### src/rtl/tdm_pkg.sv
// Shared types and width helpers for the TDM receive deframer.
package tdm_pkg;

  typedef enum logic {IDLE, ACTIVE} state_t;

  function automatic int unsigned cnt_w(input int unsigned n);
    return (n > 1) ? $clog2(n) : 1;
  endfunction

endpackage

### src/rtl/tdm_frame_counter.sv
// Bit/slot position tracker for one TDM frame; flags slot ends, commit point and the sync-expected edge.
module tdm_frame_counter
  import tdm_pkg::*;
#(
  parameter int unsigned NUM_CH      = 5,
  parameter int unsigned SLOT_BITS   = 32,
  parameter int unsigned FRAME_SLOTS = 8,
  parameter int unsigned SYNC_DELAY  = 0,
  localparam int unsigned SW         = cnt_w(FRAME_SLOTS)
) (
  input  logic          tdm_clk,
  input  logic          reset,
  input  logic          load,
  input  logic          active,
  output logic          sample,
  output logic [SW-1:0] slot_idx,
  output logic          slot_last_bit,
  output logic          frame_last_edge,
  output logic          commit
);

  localparam int unsigned BW = cnt_w(SLOT_BITS);
  localparam logic [BW-1:0] BIT_LAST    = BW'(SLOT_BITS - 1);
  localparam logic [SW-1:0] SLOT_LAST   = SW'(FRAME_SLOTS - 1);
  localparam logic [SW-1:0] COMMIT_SLOT = SW'(NUM_CH - 1);

  logic [BW-1:0] bit_cnt;
  logic [SW-1:0] slot_cnt;
  logic          tail;
  logic          at_bit_last;
  logic          at_frame_last;

  assign at_bit_last   = (bit_cnt == BIT_LAST);
  assign at_frame_last = at_bit_last && (slot_cnt == SLOT_LAST);

  // With no sync delay, edge FRAME_BITS carries no data of this frame; tail marks it.
  assign sample          = active && !tail;
  assign slot_idx        = slot_cnt;
  assign slot_last_bit   = sample && at_bit_last;
  assign commit          = slot_last_bit && (slot_cnt == COMMIT_SLOT);
  assign frame_last_edge = active && ((SYNC_DELAY == 0) ? tail : at_frame_last);

  always_ff @(posedge tdm_clk or posedge reset) begin
    if (reset) begin
      bit_cnt  <= '0;
      slot_cnt <= '0;
      tail     <= 1'b0;
    end else if (load) begin
      bit_cnt  <= (SYNC_DELAY == 0) ? BW'(1) : '0;
      slot_cnt <= '0;
      tail     <= 1'b0;
    end else if (sample && !at_frame_last) begin
      tail <= 1'b0;
      if (at_bit_last) begin
        bit_cnt  <= '0;
        slot_cnt <= slot_cnt + SW'(1);
      end else begin
        bit_cnt <= bit_cnt + BW'(1);
      end
    end else if (sample && (SYNC_DELAY == 0)) begin
      tail <= 1'b1;
    end else begin
      bit_cnt  <= '0;
      slot_cnt <= '0;
      tail     <= 1'b0;
    end
  end

endmodule

### src/rtl/tdm_frame_deframer.sv
// TDM receive deframer: slot shifter, staging bank, frame-coherent output bank and sync checking.
module tdm_frame_deframer
  import tdm_pkg::*;
#(
  parameter int unsigned NUM_CH      = 5,
  parameter int unsigned SLOT_BITS   = 32,
  parameter int unsigned FRAME_SLOTS = 8,
  parameter int unsigned SYNC_DELAY  = 0,
  parameter int unsigned MSB_FIRST   = 1
) (
  input  logic                        tdm_clk,
  input  logic                        reset,
  input  logic                        tdm_data,
  input  logic                        tdm_sync,
  output logic [NUM_CH*SLOT_BITS-1:0] ch_data,
  output logic                        frame_valid,
  output logic                        sync_err,
  output logic                        in_frame
);

  localparam int unsigned SW = cnt_w(FRAME_SLOTS);

  if (NUM_CH < 1) begin : g_bad_num_ch
    $error("NUM_CH must be at least 1");
  end
  if (SLOT_BITS < 2) begin : g_bad_slot_bits
    $error("SLOT_BITS must be at least 2");
  end
  if (FRAME_SLOTS < NUM_CH) begin : g_bad_frame_slots
    $error("FRAME_SLOTS must be at least NUM_CH");
  end
  if (SYNC_DELAY > 1) begin : g_bad_sync_delay
    $error("SYNC_DELAY must be 0 or 1");
  end
  if (MSB_FIRST > 1) begin : g_bad_msb_first
    $error("MSB_FIRST must be 0 or 1");
  end

  state_t                      state;
  logic                        active;
  logic                        sample;
  logic [SW-1:0]               slot_idx;
  logic                        slot_last_bit;
  logic                        frame_last_edge;
  logic                        commit;
  logic [SLOT_BITS-1:0]        shreg;
  logic [SLOT_BITS-1:0]        shifted;
  logic [SLOT_BITS-1:0]        fresh;
  logic [SLOT_BITS-1:0]        stage [NUM_CH];
  logic [NUM_CH*SLOT_BITS-1:0] bank_next;

  assign active = (state == ACTIVE);

  tdm_frame_counter #(
    .NUM_CH      (NUM_CH),
    .SLOT_BITS   (SLOT_BITS),
    .FRAME_SLOTS (FRAME_SLOTS),
    .SYNC_DELAY  (SYNC_DELAY)
  ) u_counter (
    .tdm_clk         (tdm_clk),
    .reset           (reset),
    .load            (tdm_sync),
    .active          (active),
    .sample          (sample),
    .slot_idx        (slot_idx),
    .slot_last_bit   (slot_last_bit),
    .frame_last_edge (frame_last_edge),
    .commit          (commit)
  );

  if (MSB_FIRST != 0) begin : g_msb_first
    assign shifted = {shreg[SLOT_BITS-2:0], tdm_data};
    assign fresh   = {{(SLOT_BITS-1){1'b0}}, tdm_data};
  end else begin : g_lsb_first
    assign shifted = {tdm_data, shreg[SLOT_BITS-1:1]};
    assign fresh   = {tdm_data, {(SLOT_BITS-1){1'b0}}};
  end

  // The last channel's word is still in the shifter on the commit edge.
  always_comb begin
    bank_next = '0;
    for (int unsigned k = 0; k < NUM_CH; k++) begin
      bank_next[k*SLOT_BITS +: SLOT_BITS] = (k == NUM_CH - 1) ? shifted : stage[k];
    end
  end

  always_ff @(posedge tdm_clk or posedge reset) begin
    if (reset) begin
      state       <= IDLE;
      in_frame    <= 1'b0;
      frame_valid <= 1'b0;
      sync_err    <= 1'b0;
      ch_data     <= '0;
      shreg       <= '0;
      for (int unsigned k = 0; k < NUM_CH; k++) begin
        stage[k] <= '0;
      end
    end else begin
      frame_valid <= commit;
      sync_err    <= active && tdm_sync && !frame_last_edge;
      if (commit) begin
        ch_data <= bank_next;
      end
      for (int unsigned k = 0; k < NUM_CH; k++) begin
        if (slot_last_bit && (slot_idx == SW'(k))) begin
          stage[k] <= shifted;
        end
      end
      // A sync edge restarts the slot; with no delay it already carries bit 0.
      if (tdm_sync) begin
        shreg <= (SYNC_DELAY == 0) ? fresh : '0;
      end else if (sample) begin
        shreg <= shifted;
      end
      case (state)
        IDLE: begin
          if (tdm_sync) begin
            state    <= ACTIVE;
            in_frame <= 1'b1;
          end
        end
        ACTIVE: begin
          if (!tdm_sync && frame_last_edge) begin
            state    <= IDLE;
            in_frame <= 1'b0;
          end
        end
      endcase
    end
  end

endmodule

### config.mk
export PLATFORM = sky130hd
export DESIGN_NAME = tdm_frame_deframer
export DESIGN_NICKNAME = d
export VERILOG_FILES = /design/src/rtl/tdm_pkg.sv /design/src/rtl/tdm_frame_counter.sv /design/src/rtl/tdm_frame_deframer.sv
export SDC_FILE = /design/constraint.sdc
export NUM_CORES = 1
export LEC_CHECK = 0
export BUFFER_PORTS_ARGS = -buffer_cell sky130_fd_sc_hd__buf_2
export CAP_MARGIN = 5
export CELL_PAD_IN_SITES_DETAIL_PLACEMENT = 0
export CELL_PAD_IN_SITES_GLOBAL_PLACEMENT = 2
export CORE_MARGIN = 10
export CORE_UTILIZATION = 40
export CTS_BUF_LIST = sky130_fd_sc_hd__clkbuf_16
export DETAILED_ROUTE_END_ITERATION = 7
export PLACE_DENSITY = 0.73
export SLEW_MARGIN = 20
export SYNTH_ARGS = -nofsm -noshare
export SYNTH_HDL_FRONTEND = slang
export SYNTH_HIERARCHICAL = 1
export SYNTH_SLANG_ARGS = --single-unit
export TNS_END_PERCENT = 100
### constraint.sdc
create_clock -name tdm_clk -period 28 [get_ports tdm_clk]
set_clock_uncertainty 0.15 [all_clocks]
set_input_delay 1.4 -clock tdm_clk [delete_from_list [all_inputs] [get_ports tdm_clk]]
set_output_delay 1.4 -clock tdm_clk [all_outputs]
set_load 0.05 [all_outputs]
==> summary.md <==
| Metric | Value |
|---|---|
| Class of the most critical setup path | `reg2reg` |
| Final HPWL DP | `17.33 mm` |
| Design Power | `0.0009398 W` |
| Drt first pass iters | `4` |
| Most frequent cells in the layout | `dfrtp_1, mux2_2, buf_2, clkbuf_16, nor2_1` |
| Avg WL per Cell | `19.79 um` |
| Initial Utilization | `40.90%` |
| Total GRT Usage | `14.11%` |
| Cell depth of the worst setup path | `8` |
| Clk Latency, worst-skew pair | `510 ps` |
| Final hold vios | `0` |
| Distinct cells, synth | `28` |
| Ports | `167` |
| Commonest non-fill, non-tap cell in the layout | `dfrtp_1` |
| Sequential area share after synthesis | `65.89%` |
| Die W | `197.5 um` |
| Final setup violation count | `0` |
| Initial DRC Count | `286` |
| Final critical-path share of the clock period | `14.43%` |
| H-tree Lvls | `2` |
| Proportion of layout cells with a drive suffix above 1 | `52.04%` |
| Type of the most critical hold path | `reg2reg` |
| Worst Tran Pin Value | `940.6 ps` |
| Main combinational cell family by area after synthesis | `multiplexers` |
| CTS sink count | `332` |
| CTS Buf Count | `37` |
| Num rows | `64` |
| # resized after CTS | `0` |
| Fmax | `247.6 MHz` |
| CTS Hold Buffers Added | `0` |
| CP bufs+invs | `2` |
| Routed Wire Length | `27.19 mm` |
| PD cells | `62.93 nW/um2` |
| Delay-heaviest family, CP | `buffers and inverters` |
| CP endpoint kind | `flop` |
| Final RePlAce weighted congestion | `0.6768` |
| YS warnings | `6` |
| VDD IR-drop max | `0.03954 mV` |
| Post-Synth Adder-Cell Area | `0.4962%` |
| Number of max-cap violations | `0` |
| Final nets | `960` |
| CP Launch Type | `flop` |
| Ranking of synthesized cells by area | `dfrtp_1, mux2_2, mux2i_1` |
| Lkg Pwr | `8.244 nW` |
| Cells on Worst Hold Path | `1` |
| Core ar. | `30830 um2` |
| Simple-gate share of the synthesized area | `2.332%` |
| Synth-to-Final Area Change | `18.44%` |
| Largest net degree at the start of global routing | `115` |
| Die Height | `197.5 um` |
| Portion of netlist area occupied by mux cells | `28.35%` |
| Post-Syn Area | `12610 um2` |
| CTS tree | `yes` |
| Seq cells post-synth | `332` |
| Vias per cell | `4.937` |
| Xor and xnor area share after synthesis | `0.06947%` |
| Clock root buffer | `clkbuf_16` |
| Status | `finished clean` |
| CP Cell Sequence | `ha_1 > and3_1 > ha_1 > and2_1 > and3_4 > buf_4 > buf_6 > mux2_2` |
| Post-route DRC | `0` |
| CP max FO | `80` |
| Crit path required time | `28240 ps` |
| R2r worst-path depth | `8` |
| CP max stage delay | `680 ps` |
| Post-Syn Instances | `777` |
| Clock buffer depth | `3` |
| RSZ-0062 raised after global routing | `false` |
| Avg Cell Area, Syn | `16.23 um2` |
| Post-synth top area share | `65.89%` |
| Max transition margin | `36.96%` |
| Fin. max-slew vios | `0` |
| Reg clk slew, reported paths | `60 ps` |
| Die Area | `39020 um2` |
| Post-CTS Setup Repair Bufs | `0` |
| Diodes inserted | `0` |
| First-pass GRT wire length | `43.94 mm` |
| Critical Path Most Common Cell | `ha_1` |
| Total gr overflow | `0` |
| CP max stage cell | `buf_6` |
| Initial antenna violation count | `0` |
| # port buffers | `166` |
| Via Count | `6783` |
| Antenna viol nets, final | `0` |
| Register-to-register setup slack | `23960 ps` |
| Setup TNS | `0 ps` |
| Syn nets | `786` |
| Vias in the first global route | `7349` |
| Post-layout minimum cycle time | `4039 ps` |
| Compound-Gate Fraction of Synth Area | `0.5756%` |
| Dominant cell type by area after synthesis | `dfrtp_1` |
| Data arrival, critical path | `4280 ps` |
[routing by layer]
metal / track usage (%) / vias to the layer above / wire length [um]
met4: 3.759 / 0 / 490
met1: 19.24 / 3537 / 12830
met5: 0 / - / 0
li1: - / 3088 / -
met2: 22.39 / 122 / 12640
met3: 2.981 / 36 / 1216
[logic make-up after synthesis]
logic type                 Yosys count
DFF                                332
muxes                              321
and+or+nand+nor                     58
buffers and inverters               48
AOI/OAI and AO/OA                   12
adders and majority gates            5
xor gates and xnor gates             1
[per-stage QoR]
| stage | setup WS [ps] | cell area (um2) | instances | utilization (%) | hold slack (ps) |
|---|---|---|---|---|---|
| floorplan | 17510 | 12610 | 777 | - | 302.2 |
| global placement | 23670 | 13790 | 1307 | 44.74 | 310.7 |
| detailed placement | 23640 | 13810 | 1308 | 44.78 | 319.0 |
| CTS | 23610 | 14930 | 1374 | 48.41 | 331.8 |
| global route | 23630 | 14930 | 1374 | 48.44 | 351.4 |
| finish | 23960 | 14930 | 1374 | 48.44 | 331.6 |
[registers in the layout, indices dropped and copies added, names as in the netlist]
name,count
in_frame,1
frame_valid,1
u_counter/slot_idx,3
bank_next,128
sync_err,1
u_counter/tail,1
active,1
u_counter/bit_cnt,5
ch_data,160
shreg,31
[cell usage after synthesis]
library cell,number
a2bb2oi_1,1
nor2_1,37
a21oi_1,4
a31oi_1,1
ha_1,5
mux2_1,13
nand2b_1,2
nand4_1,1
nand2_1,4
buf_2,26
a21boi_0,1
nor2b_2,2
o21ai_0,3
nor4bb_1,2
nor4b_4,1
buf_6,10
nand3_1,1
and2_1,3
mux2_2,276
or3b_1,1
mux2i_1,32
a21o_1,2
clkbuf_1,6
inv_1,6
xnor2_1,1
nand4b_1,1
and3_1,3
dfrtp_1,332
[report_power, final]
| part | total, W | internal, W | switching (W) |
|---|---|---|---|
| combinational | 0.0000130 | 0.00000164 | 0.0000114 |
| clock | 0.000445 | 0.000260 | 0.000185 |
| sequential | 0.000482 | 0.000481 | 0.00000135 |
| total | 0.000940 | 0.000742 | 0.000197 |
[layout make-up]
class                           count  area [um2]
Fill cell                        2714       15900
Sequential cell                   332        8308
Multi-Input combinational cell    397        4053
Clock buffer                       39       975.9
Timing Repair Buffer              177       928.4
Tap cell                          396       495.5
Clock inverter                     27       142.6
Inverter                            6       30.03
[path summary, 6_finish.rpt]
check / startpoint / endpoint
max in group asynchronous: reset / shreg[14]
setup reg to reg: u_counter/bit_cnt[0] / ch_data[110]
hold / removal: bank_next[48] / bank_next[48]
setup / recovery: u_counter/bit_cnt[0] / ch_data[110]
hold reg to reg: bank_next[48] / bank_next[48]
min in group asynchronous: reset / u_counter/bit_cnt[2]
Power figures use the tool's default switching activity.
